===== config.mk =====
export PLATFORM = sky130hd
export DESIGN_NAME = oam_sram
export DESIGN_NICKNAME = d
export VERILOG_FILES = /design/src/rtl/oam_sram.sv
export SDC_FILE = /design/constraint.sdc
export NUM_CORES = 2
export LEC_CHECK = 0
export CAP_MARGIN = 20
export CORE_MARGIN = 5
export CORE_UTILIZATION = 37
export CTS_BUF_LIST = sky130_fd_sc_hd__clkbuf_4 sky130_fd_sc_hd__clkbuf_8 sky130_fd_sc_hd__clkbuf_16
export DETAILED_ROUTE_END_ITERATION = 8
export PLACE_DENSITY_LB_ADDON = 0.1
export SYNTH_ARGS = -nofsm -noshare
export SYNTH_HDL_FRONTEND = slang
export SYNTH_SLANG_ARGS = --single-unit

===== constraint.sdc =====
create_clock -name clk -period 124.7 [get_ports clk]
set_input_delay 24.94 -clock clk [delete_from_list [all_inputs] [get_ports clk]]
set_output_delay 24.94 -clock clk [all_outputs]
set_load 0.05 [all_outputs]

===== src/rtl/oam_sram.sv =====
// ============================================================================
// Module   : oam_sram
// Purpose  : 160-byte sprite attribute RAM, two 80x8 banks (even/odd bytes),
//            with strobe-committed writes, oam_clk read latches and CPU drive.
// Revision : 1.0 - initial release
// ============================================================================
`default_nettype none

module oam_sram_bank #(
  parameter int WORDS   = 80,
  parameter int INIT_FF = 1
) (
  input  logic       clk,
  input  logic       reset,
  input  logic [6:0] word_addr,
  input  logic       latch,
  input  logic       ncs,
  input  logic       cpu_nrd,
  input  logic [7:0] nd_in,
  output logic [7:0] nd_out,
  output logic       nd_oe,
  output logic [7:0] q
);

  localparam logic [7:0] c_words = 8'(WORDS);

  logic       r_prev_ncs;
  logic [6:0] r_wr_addr;
  logic [7:0] r_wr_data;
  logic [7:0] r_q;
  logic       r_oe;
  logic [7:0] r_mem [0:WORDS-1];

  logic w_commit;
  logic w_wr_ok;
  logic w_rd_ok;

  // The commit fires on the clk that first sees the strobe high again.
  assign w_commit = ncs & ~r_prev_ncs;
  assign w_wr_ok  = ({1'b0, r_wr_addr} < c_words);
  assign w_rd_ok  = ({1'b0, word_addr} < c_words);

  always_ff @(posedge clk or posedge reset) begin
    if (reset) begin
      r_prev_ncs <= 1'b1;
      r_wr_addr  <= 7'd0;
      r_wr_data  <= 8'd0;
      r_q        <= 8'hFF;
      r_oe       <= 1'b0;
    end else begin
      r_prev_ncs <= ncs;
      if (!ncs) begin
        r_wr_addr <= word_addr;
        r_wr_data <= ~nd_in;
      end
      // Non-blocking read of r_mem gives read-before-write on a shared clk.
      if (latch) begin
        r_q <= w_rd_ok ? r_mem[word_addr] : 8'hFF;
      end
      r_oe <= ~cpu_nrd & ncs;
    end
  end

  generate
    if (INIT_FF != 0) begin : g_mem_init
      always_ff @(posedge clk or posedge reset) begin
        if (reset) begin
          for (int i = 0; i < WORDS; i++) begin
            r_mem[i] <= 8'hFF;
          end
        end else if (w_commit && w_wr_ok) begin
          r_mem[r_wr_addr] <= r_wr_data;
        end
      end
    end else begin : g_mem_keep
      always_ff @(posedge clk) begin
        if (w_commit && w_wr_ok) begin
          r_mem[r_wr_addr] <= r_wr_data;
        end
      end
    end
  endgenerate

  assign q      = r_q;
  assign nd_out = ~r_q;
  assign nd_oe  = r_oe;

endmodule

module oam_sram #(
  parameter int WORDS   = 80,
  parameter int INIT_FF = 1
) (
  input  logic       clk,
  input  logic       reset,
  input  logic [7:0] oam_a,
  input  logic       oam_clk,
  input  logic       oam_a_ncs,
  input  logic       oam_b_ncs,
  input  logic       oam_a_cpu_nrd,
  input  logic       oam_b_cpu_nrd,
  input  logic [7:0] oam_a_nd_in,
  input  logic [7:0] oam_b_nd_in,
  output logic [7:0] oam_a_nd_out,
  output logic       oam_a_nd_oe,
  output logic [7:0] oam_b_nd_out,
  output logic       oam_b_nd_oe,
  output logic [7:0] oam_q_a,
  output logic [7:0] oam_q_b
);

  logic r_prev_oam_clk;
  logic w_latch;
  logic w_unused_a0;

  // Bank is chosen by the strobes, so the byte-select bit is not used.
  assign w_unused_a0 = oam_a[0];
  assign w_latch     = oam_clk & ~r_prev_oam_clk;

  always_ff @(posedge clk or posedge reset) begin
    if (reset) begin
      r_prev_oam_clk <= 1'b1;
    end else begin
      r_prev_oam_clk <= oam_clk;
    end
  end

  oam_sram_bank #(.WORDS(WORDS), .INIT_FF(INIT_FF)) u_bank_a (
    .clk       (clk),
    .reset     (reset),
    .word_addr (oam_a[7:1]),
    .latch     (w_latch),
    .ncs       (oam_a_ncs),
    .cpu_nrd   (oam_a_cpu_nrd),
    .nd_in     (oam_a_nd_in),
    .nd_out    (oam_a_nd_out),
    .nd_oe     (oam_a_nd_oe),
    .q         (oam_q_a)
  );

  oam_sram_bank #(.WORDS(WORDS), .INIT_FF(INIT_FF)) u_bank_b (
    .clk       (clk),
    .reset     (reset),
    .word_addr (oam_a[7:1]),
    .latch     (w_latch),
    .ncs       (oam_b_ncs),
    .cpu_nrd   (oam_b_cpu_nrd),
    .nd_in     (oam_b_nd_in),
    .nd_out    (oam_b_nd_out),
    .nd_oe     (oam_b_nd_oe),
    .q         (oam_q_b)
  );

endmodule

`default_nettype wire


======== After elaboration in Yosys (flattened, before gate mapping) ========
Cells that the tools add are included.
cells by class
  $lt $le $gt $ge ......................... 8
  muxes and demuxes ....................... 14
  bitwise gates (word level) .............. 17
  reduce and logical (&&, ||, !) cells .... 4
operators by type and width
  kind                count
  $bwmux 640          2
  $bmux 8 s7          2
  $demux 8 s7         2
  $mux 8              8
  $not 8->8           4
  $ge 8x8->1 const B  3
  $not 7->8           3
  $lt 7x7->1 const B  3
  $lt 8x1->1 const B  2
  $and 1x1->1         5
  $not 1->1           5
  $logic_and 1x1->1   4
storage, ports and cells
  flip-flop bits (word level) ............. 1331
  input bits .............................. 31
  output and inout bits ................... 34
  logic and storage cells ................. 214

======== Logic depth before layout (Yosys ltp) ========
  depth after elaboration ................. 6
  depth in mapped cells ................... 9
  mapped depth without buffers ............ 5

======== Hierarchy ========
From an unflattened synthesis, not the netlist that was laid out.
unflattened totals
  cells, all modules ...................... 4882
  area, all modules ....................... 60146.4 µm²
modules (own cells, without submodules)
  module                     times used  cells each  area each (µm²)  sequential area each (µm²)
  oam_sram_bank at u_bank_a  1           2441        30075.1          17453.0
  oam_sram_bank at u_bank_b  1           2438        30027.5          17453.0
  oam_sram                   1           3           43.8             26.3

======== Least setup slack after synthesis ========
OpenSTA, ideal clock, no wires.
  kind .................................... input to register
  from .................................... in oam_a[2]
  to ...................................... reg u_bank_b.r_q[0] (netlist: u_bank_b.q[0])
  library setup time ...................... 0.099 ns
  arrival time ............................ 26.568 ns
  required time ........................... 124.601 ns
  slack ................................... 98.032 ns
  stages on the path ...................... 8
  buffers on the path ..................... 3
  path through ............................ buf_2 > buf_2 > buf_2 > mux4_2 > mux2i_1 > nor2_1 > a2111oi_0 > a41oi_1
on the way
  cells in the longest elaborated chain, start to end .. 5
  elaborated cells on any way between the ends .. 6
  those cells by class .................... order compare: 1; mux: 4; bitwise: 1
RTL lines
  item                                       line  RTL
  start: declaration                         96    input logic [7:0] oam_a,
  $not 7->8 (implied by the code)            58    r_q <= w_rd_ok ? r_mem[word_addr] : 8'hFF;
  $bmux 8 s7                                 58
  $mux 8 (implied by the code) (2 in a row)  58
  $mux 8 *                                   58
  end signal: assignment                     58
  end: declaration                           30    logic [7:0] r_q;
Every way passes the cells marked *; elsewhere a longest branch is shown, timed or not. The select of a mux whose other input is x is not followed.
A chain may end at the register's enable or synchronous reset.

======== Worst setup path after layout ========
  from .................................... in oam_a[1]
  to ...................................... reg u_bank_b.r_q[4] (netlist: u_bank_b.q[4])
Same word-level chain as after synthesis.

==> metrics.csv <==
metric;value;unit
status;finished clean;
design area;70700;µm²
synth warn;0;
min Tclk post-route;28.90;ns
Total Routing Usage GR;0.187;
Post-synth ARST share;1.00;
post-synthesis xor/xnor area fraction;0;
Place WS;94.88;ns
max-cap violations;0;
Synth Area in Simple Gates;0.0363;
Worst EP required;125.39;ns
headroom to the max-slew limit;0.225;
clk root buf;clkbuf_16;
wirelength, routed;167;mm
mux cell area share after synthesis;0.358;
post_cts resized;0;
post-synth top area cell;dfstp_2;
latest clock arrival within the worst-skew pair;0.77;ns
share of the synthesized area in the top cell type;0.544;
Primary FF master, synth;dfstp_2;
critical path class;in -> reg;
Placed Area;65400;µm²
post-synthesis cell count;3997;
Worst R2R Path Depth;5;
Final Skew;0.0267;ns
CP Buf/Inv Count;4;
startpoint types;input pin;
fill count;15374;
initial DRC count;1877;
metal1 wirelength;76.2;mm
Peak Freq;34.6;MHz
Mapped Area;62700;µm²
Die X;422;µm
Starting Density;0.371;
CP max stage delay;0.98;ns
fraction of layout cells with a size suffix above 1;0.809;
final setup fails;0;
CTS H-Tree Depth;4;
CTS Hold Bufs;0;
syn_area_per_cell;15.7;µm²
Vias;34075;
row count;151;
Final WS setup;95.80;ns
post-synthesis cell type count;47;
first-pass GRT wire length;253;mm
Critical Path Most Common Cell;buf_4;
global placement routability congestion;0.783;
initial antenna violation count;7;
clock sinks;1331;
total setup buffers inserted after CTS;0;
CORE AREA;169000;µm²
Fin Setup TNS;0;ns
EDFF count, synth;0;
TritonCTS Buffers;152;
slowest cell on the critical path;a2111oi_1;
IO Port Bufs;63;
Layout Utilization;0.418;
DR WL/cell;26.4;µm
Residual DRC;0;
met2 wire len;82.3;mm
top routing layer used;met4;
global route total overflow;0;
synth top area cells;dfstp_2 (54%), mux2_2 (23%), mux4_2 (9.8%);
clock buffer depth;3;
die area;178000;µm²
post-route ant nets;0;
final period utilization;0.232;
VDD IR max;0.0148;mV
hold crit path type;reg -> reg;
largest net degree at the start of global routing;179;
Top delay family on crit path;buffers and inverters;
DR pass1 iterations;8;
RSZ-0062 raised after global routing;no;
clk slew on worst S/H paths;0.06;ns
Least-Margin Pin Slew;1.16;ns
Syn Nets;4028;
Hold Violations, Final;0;
register area share after synthesis;0.557;
WL met3;5.24;mm
largest family of logic cells by synthesized area;multiplexers;
hold path cells;2;
post-DP HPWL;101;mm
Max Slew Vio Count;0;
number of global-route vias before repair;36360;
crit-path cells;buf_8, buf_4, buf_4, buf_4, mux2i_1, a22o_1, a2111oi_1, a2111oi_0, a41oi_1;
synthesized flop and latch total;1331;
crit path max fanout;65;
power density over the cells;15.0;nW/µm²
via density per instance;5.39;
WP data arrival;29.59;ns
CP Depth;9;
Pleak;27.9;nW
Final nets;4016;
Area Overhead vs Synth;12.7;%
chip height;422;µm
Overall Power;0.00106;W
top-level I/O count;65;
Compound-Gate Fraction of Synth Area;0.0241;
CP Capture Type;flop;
Post-Synth Adder-Cell Area;0;
CTS tree;built;
-- cells in the final DEF (no fill, tap or decap), types with 31 or more instances in the layout --
master	synthesis	final
dfstp_2	1299	1299
clkdlybuf4s50_1	0	59
clkbuf_8	0	46
o22ai_1	32	32
clkbuf_4	0	46
nor2_4	61	61
buf_4	30	76
mux4_2	272	272
clkbuf_16	0	159
nor2_1	31	31
a211oi_1	32	32
mux2i_1	174	174
nand2_1	147	147
mux2_2	1269	1269
-- registers in the layout, summed over array words and instances, names as in the netlist, 7 cells and up --
name,flops
u_bank_b.q,8
u_bank_b.r_wr_addr,7
u_bank_b.r_wr_data,8
u_bank_a.q,8
u_bank_b.r_mem,640
u_bank_a.r_wr_addr,7
u_bank_a.r_mem,640
u_bank_a.r_wr_data,8
-- synthesized netlist by cell type (3+ instances only) --
cell and count:
dfstp_2 1299, mux2_2 1269, mux4_2 272, clkbuf_1 201
mux2i_1 174, nand2_1 147, buf_2 69, nor2_4 61
a2111oi_0 32, a211oi_1 32, dfrtp_1 32, o22ai_1 32
inv_1 31, nor2_1 31, buf_4 30, o21ai_0 30
nor2b_1 28, mux2_1 27, nand3_1 21, nor2_2 21
a21oi_1 16, a221oi_1 16, a22o_1 16, a22oi_1 16
a41oi_1 16, nand2_2 10, nand2b_1 10, nor3_1 10
nand3b_1 7, buf_6 5, buf_1 4, nor3b_1 4
o21ai_1 4, and3_1 3, or3_1 3
-- path summary, 6_finish.rpt --
path                                             from               endpoint  slack [ns]
worst max-delay path                         oam_a[1]          u_bank_b.q[4]       95.80
worst min-delay path              u_bank_a.r_mem[140]    u_bank_a.r_mem[140]        0.47
worst max register to register  u_bank_b.r_wr_addr[4]     u_bank_b.r_mem[94]      121.26
worst min register to register    u_bank_a.r_mem[140]    u_bank_a.r_mem[140]        0.47
max in group asynchronous                       reset  u_bank_b.r_wr_data[7]       96.31
min in group asynchronous                       reset    u_bank_a.r_mem[263]       25.06
-- tightest hold or removal path: stages, from the launching register on --
cell and delay (ns):
dfstp_2 0.37, nand2_1 0.04, o21ai_1 0.05
-- cell families (layout without fill, tap and decap cells) --
logic type      Yosys count  count (layout)
mux                    1742            1742
flops                  1331            1331
simple gates            374             374
buf+inv                 340             441
compound gates          210             210
other cells               0               2
-- where the power goes --
part / switching, W / internal, W / total, W / leakage [nW]
Combinational: 0.0000579 / 0.0000425 / 0.000100 / 11.5
Sequential: 0.0000183 / 0.000480 / 0.000498 / 13.8
Clock: 0.000180 / 0.000284 / 0.000464 / 2.64
Total: 0.000256 / 0.000806 / 0.00106 / 27.9
-- routing by layer --
| layer | track usage | up-vias |
|---|---|---|
| li1 | - | 14807 |
| met1 | 0.260 | 18614 |
| met2 | 0.312 | 462 |
| met3 | 0.0276 | 192 |
| met4 | 0.0443 | 0 |
| met5 | 0 | - |
-- metrics by stage --
stage,hold WS (ns),instances
4_1_cts,0.467,6314
3_3_place_gp,0.458,6046
5_1_grt,0.482,6316
6_report,0.466,6318
3_5_place_dp,0.459,6047
2_1_floorplan,0.442,3997
-- cell type report --
| class | instances | area (µm²) | area share |
|---|---|---|---|
| flip-flops and latches | 1331 | 35000 | 0.495 |
| multi-input cells | 2326 | 26300 | 0.372 |
| clock buffers | 251 | 4960 | 0.0701 |
| well taps | 2218 | 2780 | 0.0393 |
| repair buffers | 143 | 1300 | 0.0183 |
| clock inverters | 16 | 263 | 0.00372 |
| inverters | 31 | 124 | 0.00175 |
| diodes | 2 | 5.00 | 0.0000708 |
(Power assumes the default switching activity.)
